[config.mk]
export PLATFORM = sky130hd
export DESIGN_NAME = pool1_maxpool_unit
export DESIGN_NICKNAME = d
export VERILOG_FILES = /design/src/rtl/cnn_pkg.sv /design/src/rtl/pool_addr_gen.sv /design/src/rtl/pool1_maxpool_unit.sv
export SDC_FILE = /design/constraint.sdc
export NUM_CORES = 1
export LEC_CHECK = 0
export ABC_AREA = 1
export CAP_MARGIN = 20
export CORE_AREA = 2 2 96 98
export CTS_BUF_LIST = sky130_fd_sc_hd__clkbuf_8
export DETAILED_ROUTE_END_ITERATION = 6
export DIE_AREA = 0 0 98 100
export PLACE_DENSITY = 0.94
export SLEW_MARGIN = 25
export SYNTH_ARGS = -nofsm -noshare
export SYNTH_HDL_FRONTEND = slang
export SYNTH_SLANG_ARGS = --single-unit
[constraint.sdc]
create_clock -name clk -period 8.5 [get_ports clk]
set_clock_uncertainty 0.2 [all_clocks]
set_input_delay 1.7 -clock clk [delete_from_list [all_inputs] [get_ports clk]]
set_output_delay 1.7 -clock clk [all_outputs]
set_load 0.005 [all_outputs]
[src/rtl/cnn_pkg.sv]
// Shared CNN definitions: activation type, layer dimensions, address widths
// and the pooling FSM state encoding.
package cnn_pkg;

  localparam int DATA_W    = 16;
  localparam int C1_DIM    = 24;
  localparam int P1_DIM    = 12;
  localparam int C1_ADDR_W = 10;
  localparam int P1_ADDR_W = 8;

  typedef logic signed [DATA_W-1:0] act_t;

  typedef enum logic [1:0] {
    IDLE,
    RD_TOP,
    RD_BOT,
    DRAIN
  } pool_state_t;

endpackage

[src/rtl/pool_addr_gen.sv]
// Window walker for 2x2/stride-2 pooling: walks windows (i,j) in raster
// order, issuing the top row pair then the bottom row pair of each window
// on the two read ports. Address, strobe and phase outputs are registered so
// they line up with the cycle the read is issued.
module pool_addr_gen
  import cnn_pkg::*;
#(
  parameter int IN_DIM    = cnn_pkg::C1_DIM,
  parameter int OUT_DIM   = cnn_pkg::P1_DIM,
  parameter int IN_ADDR_W = cnn_pkg::C1_ADDR_W,
  parameter int WIN_W     = cnn_pkg::P1_ADDR_W
) (
  input  logic                 clk,
  input  logic                 reset_n,
  input  logic                 launch,
  output logic                 rd_en,
  output logic                 is_bot,
  output logic [IN_ADDR_W-1:0] rd_addr1,
  output logic [IN_ADDR_W-1:0] rd_addr2,
  output logic [WIN_W-1:0]     win_idx,
  output logic                 last_window
);

  localparam int CNT_W = $clog2(OUT_DIM);

  logic [CNT_W-1:0]     i_reg, i_next, j_reg, j_next;
  logic [WIN_W-1:0]     k_reg, k_next;
  logic                 bot_reg, bot_next, en_reg, en_next;
  logic                 last_cur;
  logic [IN_ADDR_W-1:0] row_ext, row_base, base_next, addr_next;

  assign last_cur    = (i_reg == CNT_W'(OUT_DIM - 1)) && (j_reg == CNT_W'(OUT_DIM - 1));
  assign last_window = en_reg && last_cur;
  assign rd_en       = en_reg;
  assign is_bot      = bot_reg;
  assign win_idx     = k_reg;

  // Next window/phase: top -> bottom of the same window, then step j (and i on wrap)
  always_comb begin
    i_next   = i_reg;
    j_next   = j_reg;
    k_next   = k_reg;
    bot_next = bot_reg;
    en_next  = en_reg;
    if (launch) begin
      i_next   = '0;
      j_next   = '0;
      k_next   = '0;
      bot_next = 1'b0;
      en_next  = 1'b1;
    end else if (en_reg) begin
      if (!bot_reg) begin
        bot_next = 1'b1;
      end else begin
        bot_next = 1'b0;
        if (last_cur) begin
          en_next = 1'b0;
        end else begin
          k_next = k_reg + 1'b1;
          if (j_reg == CNT_W'(OUT_DIM - 1)) begin
            j_next = '0;
            i_next = i_reg + 1'b1;
          end else begin
            j_next = j_reg + 1'b1;
          end
        end
      end
    end
  end

  // Input row of the next issue is 2i + phase
  assign row_ext = IN_ADDR_W'({i_next, bot_next});

  if (IN_DIM == 24) begin : g_shift_add
    assign row_base = (row_ext << 4) + (row_ext << 3);
  end else begin : g_generic_mul
    assign row_base = IN_ADDR_W'(row_ext * IN_DIM);
  end

  assign base_next = row_base + (IN_ADDR_W'(j_next) << 1);
  assign addr_next = en_next ? base_next : '0;

  // Register counters and the addresses of the issue happening next cycle
  always_ff @(posedge clk or negedge reset_n) begin
    if (!reset_n) begin
      i_reg    <= '0;
      j_reg    <= '0;
      k_reg    <= '0;
      bot_reg  <= 1'b0;
      en_reg   <= 1'b0;
      rd_addr1 <= '0;
      rd_addr2 <= '0;
    end else begin
      i_reg    <= i_next;
      j_reg    <= j_next;
      k_reg    <= k_next;
      bot_reg  <= bot_next;
      en_reg   <= en_next;
      rd_addr1 <= addr_next;
      rd_addr2 <= en_next ? addr_next + 1'b1 : '0;
    end
  end

endmodule

[src/rtl/pool1_maxpool_unit.sv]
// Pool1: 2x2 stride-2 max pooling of the 24x24 Conv1 map into the 12x12
// Pool1 memory. One window per two cycles; the compare pipeline follows
// the read latency via a tag shift register of depth RD_LAT.
// Optional feature: define POOL1_RELU_EN to clamp negative pooled values to 0.
module pool1_maxpool_unit
  import cnn_pkg::*;
#(
  parameter int DATA_W     = cnn_pkg::DATA_W,
  parameter int IN_DIM     = cnn_pkg::C1_DIM,
  parameter int OUT_DIM    = cnn_pkg::P1_DIM,
  parameter int IN_ADDR_W  = cnn_pkg::C1_ADDR_W,
  parameter int OUT_ADDR_W = cnn_pkg::P1_ADDR_W,
  parameter int RD_LAT     = 1
) (
  input  logic                  clk,
  input  logic                  reset_n,
  input  logic                  start,
  output logic                  busy,
  output logic                  done,
  output logic                  rd_en,
  output logic [IN_ADDR_W-1:0]  rd_addr1,
  output logic [IN_ADDR_W-1:0]  rd_addr2,
  input  logic [DATA_W-1:0]     rd_data1,
  input  logic [DATA_W-1:0]     rd_data2,
  output logic                  wr_en,
  output logic [OUT_ADDR_W-1:0] wr_addr,
  output logic [DATA_W-1:0]     wr_data
);

  typedef logic signed [DATA_W-1:0] pix_t;
  localparam int TAG_W = OUT_ADDR_W + 3;

  pool_state_t state;
  logic        launch;
  logic        ag_bot, ag_last;
  logic [OUT_ADDR_W-1:0] ag_win;

  logic [RD_LAT-1:0][TAG_W-1:0] tag_pipe;
  logic [TAG_W-1:0]      tag_arr;
  logic                  arr_v, arr_b, arr_l;
  logic [OUT_ADDR_W-1:0] arr_w;
  pix_t d1, d2, pair_max, win_max, max_top;
  logic wr_last;

  // A new pass is only accepted from IDLE; start while busy is dropped
  assign launch = start && (state == IDLE);

  pool_addr_gen #(
    .IN_DIM   (IN_DIM),
    .OUT_DIM  (OUT_DIM),
    .IN_ADDR_W(IN_ADDR_W),
    .WIN_W    (OUT_ADDR_W)
  ) u_addr_gen (
    .clk        (clk),
    .reset_n    (reset_n),
    .launch     (launch),
    .rd_en      (rd_en),
    .is_bot     (ag_bot),
    .rd_addr1   (rd_addr1),
    .rd_addr2   (rd_addr2),
    .win_idx    (ag_win),
    .last_window(ag_last)
  );

  // Tag of the read whose data is on rd_data this cycle
  assign tag_arr = tag_pipe[RD_LAT-1];
  assign arr_v   = tag_arr[TAG_W-1];
  assign arr_b   = tag_arr[TAG_W-2];
  assign arr_l   = tag_arr[TAG_W-3];
  assign arr_w   = tag_arr[OUT_ADDR_W-1:0];

  // Signed max of the arriving pair, and of that with the held top-row max
  always_comb begin
    d1       = pix_t'(rd_data1);
    d2       = pix_t'(rd_data2);
    pair_max = (d1 > d2) ? d1 : d2;
    win_max  = (max_top > pair_max) ? max_top : pair_max;
  end

  // Delay issue tags by the memory read latency
  always_ff @(posedge clk or negedge reset_n) begin
    if (!reset_n) begin
      tag_pipe <= '0;
    end else begin
      tag_pipe[0] <= {rd_en, ag_bot, ag_last, ag_win};
      for (int s = 1; s < RD_LAT; s++) begin
        tag_pipe[s] <= tag_pipe[s-1];
      end
    end
  end

  // Hold top-row max, then register the window result onto the write port
  always_ff @(posedge clk or negedge reset_n) begin
    if (!reset_n) begin
      max_top <= '0;
      wr_en   <= 1'b0;
      wr_addr <= '0;
      wr_data <= '0;
      wr_last <= 1'b0;
    end else begin
      wr_en <= arr_v && arr_b;
      if (arr_v && !arr_b) begin
        max_top <= pair_max;
      end
      if (arr_v && arr_b) begin
        wr_addr <= arr_w;
        wr_last <= arr_l;
`ifdef POOL1_RELU_EN
        wr_data <= win_max[DATA_W-1] ? '0 : win_max;
`else
        wr_data <= win_max;
`endif
      end
    end
  end

  // Pass sequencing: mirrors the issue phase and waits for the final write
  always_ff @(posedge clk or negedge reset_n) begin
    if (!reset_n) begin
      state <= IDLE;
      busy  <= 1'b0;
      done  <= 1'b0;
    end else begin
      case (state)
        IDLE: begin
          if (start) begin
            state <= RD_TOP;
            busy  <= 1'b1;
            done  <= 1'b0;
          end
        end
        RD_TOP: state <= RD_BOT;
        RD_BOT: state <= ag_last ? DRAIN : RD_TOP;
        DRAIN: begin
          if (wr_en && wr_last) begin
            state <= IDLE;
            busy  <= 1'b0;
            done  <= 1'b1;
          end
        end
        default: state <= IDLE;
      endcase
    end
  end

endmodule
======== Yosys cells after proc, flatten, opt, wreduce, memory -nomap -nowiden ========
Cells that the tools add are included.
word-level totals
  bits in registers ....................... 95
  bits of input ports ..................... 35
  output and inout port bits .............. 48
  logic and storage cells ................. 81
cells by class
  add/sub/neg operators ................... 6
  $lt $le $gt $ge ......................... 2
  equality and inequality tests ........... 8
  mux-type cells .......................... 35
  reduce and logical (&&, ||, !) cells .... 14
operators by type and width
  operator                                                         number
  4-bit two-way mux                                                10
  16-bit > comparator                                              2
  16-bit two-way mux                                               2
  8-bit two-way mux                                                4
  10-bit two-way mux                                               2
  1-bit two-way mux                                                11
  10-bit by 1-bit adder with 10-bit output, second input constant  1
  10-bit by 5-bit adder with 10-bit output                         1
  9-bit by 8-bit adder with 10-bit output                          1
  4-bit by 1-bit adder with 4-bit output, second input constant    2
  8-bit by 1-bit adder with 8-bit output, second input constant    1
  4-bit == test, second input constant                             2
  2-bit one-hot mux with 4 select lines                            1
  1-bit logical AND                                                6
  2-bit two-way mux                                                3
  2-bit inequality test, second input constant                     3
  3-bit AND reduction                                              2
  2-bit nonzero test                                               3
  2-bit == test, second input constant                             2
  1-bit one-hot mux with 2 select lines                            2
  2-bit by 1-bit == test with 1-bit output, second input constant  1
  2-bit zero test                                                  1
  2-bit AND reduction                                              1
  1-bit zero test                                                  1

======== Longest topological paths before layout ========
  depth in word-level cells ............... 11
  depth in mapped cells ................... 33
  depth with buffers taken out ............ 31

======== By module ========
A second synthesis with hierarchy kept.
unflattened totals
  cell total of the unflattened synthesis .. 717
  area, all modules ....................... 5393.9 µm²
by module, submodules not included
  module              instances  cells each  area an instance (µm²)  sequential area each (µm²)
  pool1_maxpool_unit  1          511         3693.5                  1426.4
  pool_addr_gen       1          206         1700.4                  675.6

======== Least setup slack after synthesis ========
Ideal clock, no wire load.
  kind .................................... in2reg
  start ................................... input rd_data2[15]
  end ..................................... register wr_data[8]
  library setup time ...................... 0.116 ns
  arrival ................................. 4.325 ns
  required time ........................... 8.184 ns
  path slack .............................. 3.859 ns
  cell stages on the path ................. 22
  path buffers ............................ 2
  path through ............................ inv_1 > ha_1 > nand2_2 > o21bai_1 > nand2_1 > a21oi_2 > nand3_2 > nand3_4 > buf_8 > nand2_2 > nand2_1 > inv_1 > ha_1 > a21oi_1 > o21ai_0 > a21oi_2 > nand3_2 > nand3_4 > buf_6 > nand3_1 > nand2_1 > nand2_1
between the ends
  cells in the longest elaborated chain, start to end .. 4
RTL lines
  element                 RTL line                   RTL
  start, declared         pool1_maxpool_unit.sv:24   input logic [DATA_W-1:0] rd_data2,
  16-bit > comparator     pool1_maxpool_unit.sv:76   pair_max = (d1 > d2) ? d1 : d2;
  16-bit two-way mux (*)  pool1_maxpool_unit.sv:76
  16-bit > comparator     pool1_maxpool_unit.sv:77   win_max = (max_top > pair_max) ? max_top : pair_max;
  16-bit two-way mux (*)  pool1_maxpool_unit.sv:77
  end signal, assigned    pool1_maxpool_unit.sv:111  wr_data <= win_max;
  end, declared           pool1_maxpool_unit.sv:27   output logic [DATA_W-1:0] wr_data
Mark *: on every way between the ends. The rest lies on a longest branch, timed or not.
A chain may end at the register's enable or synchronous reset.

======== Final worst setup path ========
  start ................................... input rd_data2[14]
  end ..................................... register wr_data[4]
The elaborated chain is that of the path after synthesis.

==> metrics.csv <==
stage,metric,value,unit
outcome,status,"finished, final reports clean",
final_layout,layout.nets,796,
synth,synthArstFlopShare,1.00,
setup_path,worstReg2RegEnd,u_addr_gen.rd_addr1[8]$_DFF_PN0_,
die,die_width,98,um
setup_path,crit_arrival,5550,ps
setup_path,cp_slowest_stage_delay,510,ps
route,first_pass_iters,5,
setup_path,crit_chain,clkdlybuf4s50_1 -> inv_1 -> ha_1 -> nand2_2 -> o21bai_1 -> nand2_1 -> a21oi_2 -> nand3_2 -> nand3_4 -> nand2_1 -> nand2_1 -> inv_1 -> ha_1 -> a21oi_1 -> nand2_1 -> a21oi_2 -> nand3_2 -> nand3_4 -> nand3_1 -> nand2_1 -> nand2_1,
power,leakage,3.32,nW
power,vdd_drop_max,171,uV
run,drv_cap,0,
die,die_h,100,um
setup_path,crit_path_end_kind,flip-flop,
timing,timing.final.crit_period,5500,ps
synth,synth_top_cells_by_area,"dfrtp_1, nand2_1, ha_1",
final_layout,drive_above_1_share,0.0597,
synth,synth-edff-count,0,
final_layout,stdcell_count,831,
clock_tree,cts.reportedPaths.clkPinSlew,90,ps
clock_tree,clk_latency,370,ps
timing,setup_violations,0,
clock_tree,cts.htree.levels,3,
synth,ys_types,42,
clock_tree,cts_tree,done,
setup_path,r2r_setup_slack,4580,ps
synth,ys_warn_count,0,
setup_path,crit_family,simple AND/OR/NAND/NOR gates,
route,drc,0,
synth,synth.most_common_cell,nand2_1,
timing,fin_crit_sh,0.647,
setup_path,worst-path-buf-inv,3,
final_layout,antenna_cells,0,
power,fin_total_pwr,1.18,mW
power,p_per_area,192,nW/um^2
route,wl_per_cell,14.3,um
final_layout,syn_to_final_growth,19.7,%
setup_path,cp-startpoint,rd_data2[14],
die,initial_core_util,0.576,
clock_tree,cts_root_buf,clkbuf_8,
setup_path,crit_required,8560,ps
global_routing,grt_pass1_vias,4443,
setup_path,r2r-start,u_addr_gen.j_reg[0]$_DFF_PN0_,
synth,synth_largest_area_cell,dfrtp_1,
timing,maxSlewHeadroom,0.384,
global_routing,grt_pass1_wl,20000,um
clock_tree,cts_resized,0,
synth,synth-main-ff-cell,dfrtp_1,
timing,final.setup.tns,0,ps
route,wl,11900,um
clock_tree,cts.hold.buffers_added,0,
global_routing,antenna_found_initial,0,
clock_tree,clock_path_buffers,2,
placed_design,gp_congestion,0.884,
route,drt_iter0_markers,276,
synth,syn_area,5120,sq um
timing,worst_slack,3000,ps
hold_path,worstHoldStart,u_addr_gen.win_idx[7]$_DFFE_PN0P_,
timing,worst_pin_slew,922,ps
die,dieArea,9800,sq um
route,vias_per_cell,5.39,
timing,maxClockFrequency,182,MHz
clock_tree,cts_buffers,9,
setup_path,path_class,in2reg,
setup_path,startpoint_type,primary input,
hold_path,hp-class,reg2reg,
route,vias,4481,
setup_path,crit_fanout,17,
setup_path,crit_slowest_cell,clkdlybuf4s50_1,
clock_tree,cts_setup_buffers,0,
clock_tree,cts_sinks,84,
timing,rsz0062_at_grt,no,
hold_path,holdPathEnd,tag_arr[7]$_DFF_PN0_,
placed_design,post-place-ws,2680,ps
placed_design,dp.cells,815,
synth,synth_seq_area_share,0.411,
synth,synth_cells,650,
placed_design,portBuffers,81,
die,core_area,8890,sq um
die,io_pins,83,
setup_path,cpMostUsedCell,nand2_1,
route,final_antenna_net_count,0,
synth,syn_area_per_cell,7.88,sq um
synth,syn_nets,731,
synth,synth_top_area_frac,0.411,
synth,ys_ff_latch,84,
die,row_count,35,
global_routing,track_usage,0.252,
global_routing,grt_remaining_overflow,0,
timing,hold_viol_final,0,
final_layout,utilization,0.690,
hold_path,whs_path_depth,0,
synth,synth_common_cells,"nand2_1, inv_1, dfrtp_1, ha_1, nand4_1",
setup_path,reg2regPathDepth,17,
timing,drv_slew,0,
global_routing,grt_max_degree,85,
placed_design,dp.final_hpwl,8520,um
-- logic make-up after synthesis --
| kind of cell | after synthesis | share of synthesized area |
|---|---|---|
| buf+inv | 141 | 0.121 |
| simple gates | 315 | 0.282 |
| other cells | 1 | 0.000732 |
| fa+ha+maj | 46 | 0.115 |
| flops | 84 | 0.411 |
| xor+xnor | 3 | 0.00513 |
| compound gates | 60 | 0.0657 |
-- how the worst max path moves through the flow --
stage | slack [ps] | endpoint | depth (start not counted)
6_report | 3000 | wr_data[4]$_DFFE_PN0P_ | 21
5_1_grt | 2700 | wr_data[14]$_DFFE_PN0P_ | 22
4_1_cts | 3050 | wr_data[0]$_DFFE_PN0P_ | 21
3_5_place_dp | 2680 | wr_data[14]$_DFFE_PN0P_ | 21
3_3_place_gp | 2700 | wr_data[4]$_DFFE_PN0P_ | 21
2_1_floorplan | 3860 | wr_data[8]$_DFFE_PN0P_ | 22
-- report_power, final --
group / internal, mW / leakage [nW] / switching [mW]
Sequential: 0.450 / 0.969 / 0.0315
Combinational: 0.164 / 2.23 / 0.181
Clock: 0.198 / 0.122 / 0.155
Total: 0.812 / 3.32 / 0.367
-- area by class of cell --
type | count | area [sq um]
fill | 701 | 2760
multi-input combinational | 425 | 2400
sequential | 84 | 2100
timing repair buffer | 82 | 820
inverter | 113 | 424
tap | 111 | 139
clock buffer | 9 | 124
clock inverter | 7 | 123
-- through the flow --
step                instance area (sq um)  hold slack, ps
finish                               6130             221
CTS                                  6130             217
global route                         6130             228
floorplan                            5120             167
global placement                     5880             187
detailed placement                   5880             197
-- layer usage --
layer,track usage,wire length [um],part of all wire
met4,0.123,303,0.025
met2,0.420,5600,0.47
met5,0,0,0
met1,0.319,5330,0.45
met3,0.0453,691,0.058
-- cell usage in the layout (no fill, tap or decap), drive strengths merged --
master	instances
a21o	2
nor4	3
clkinvlp	1
a31oi	2
inv	113
o21a	1
nand3	27
o21ba	2
xor2	2
clkdlybuf4s50	80
clkbuf	9
a211oi	1
nor3	12
a21oi	21
bufinv	3
nor2	32
clkinv	3
nand2	202
and2	1
nand4	36
o21bai	1
buf	2
ha	44
conb	1
nor3b	2
o21ai	30
dfrtp	84
fa	2
xnor2	1
(Power assumes the default switching activity.)
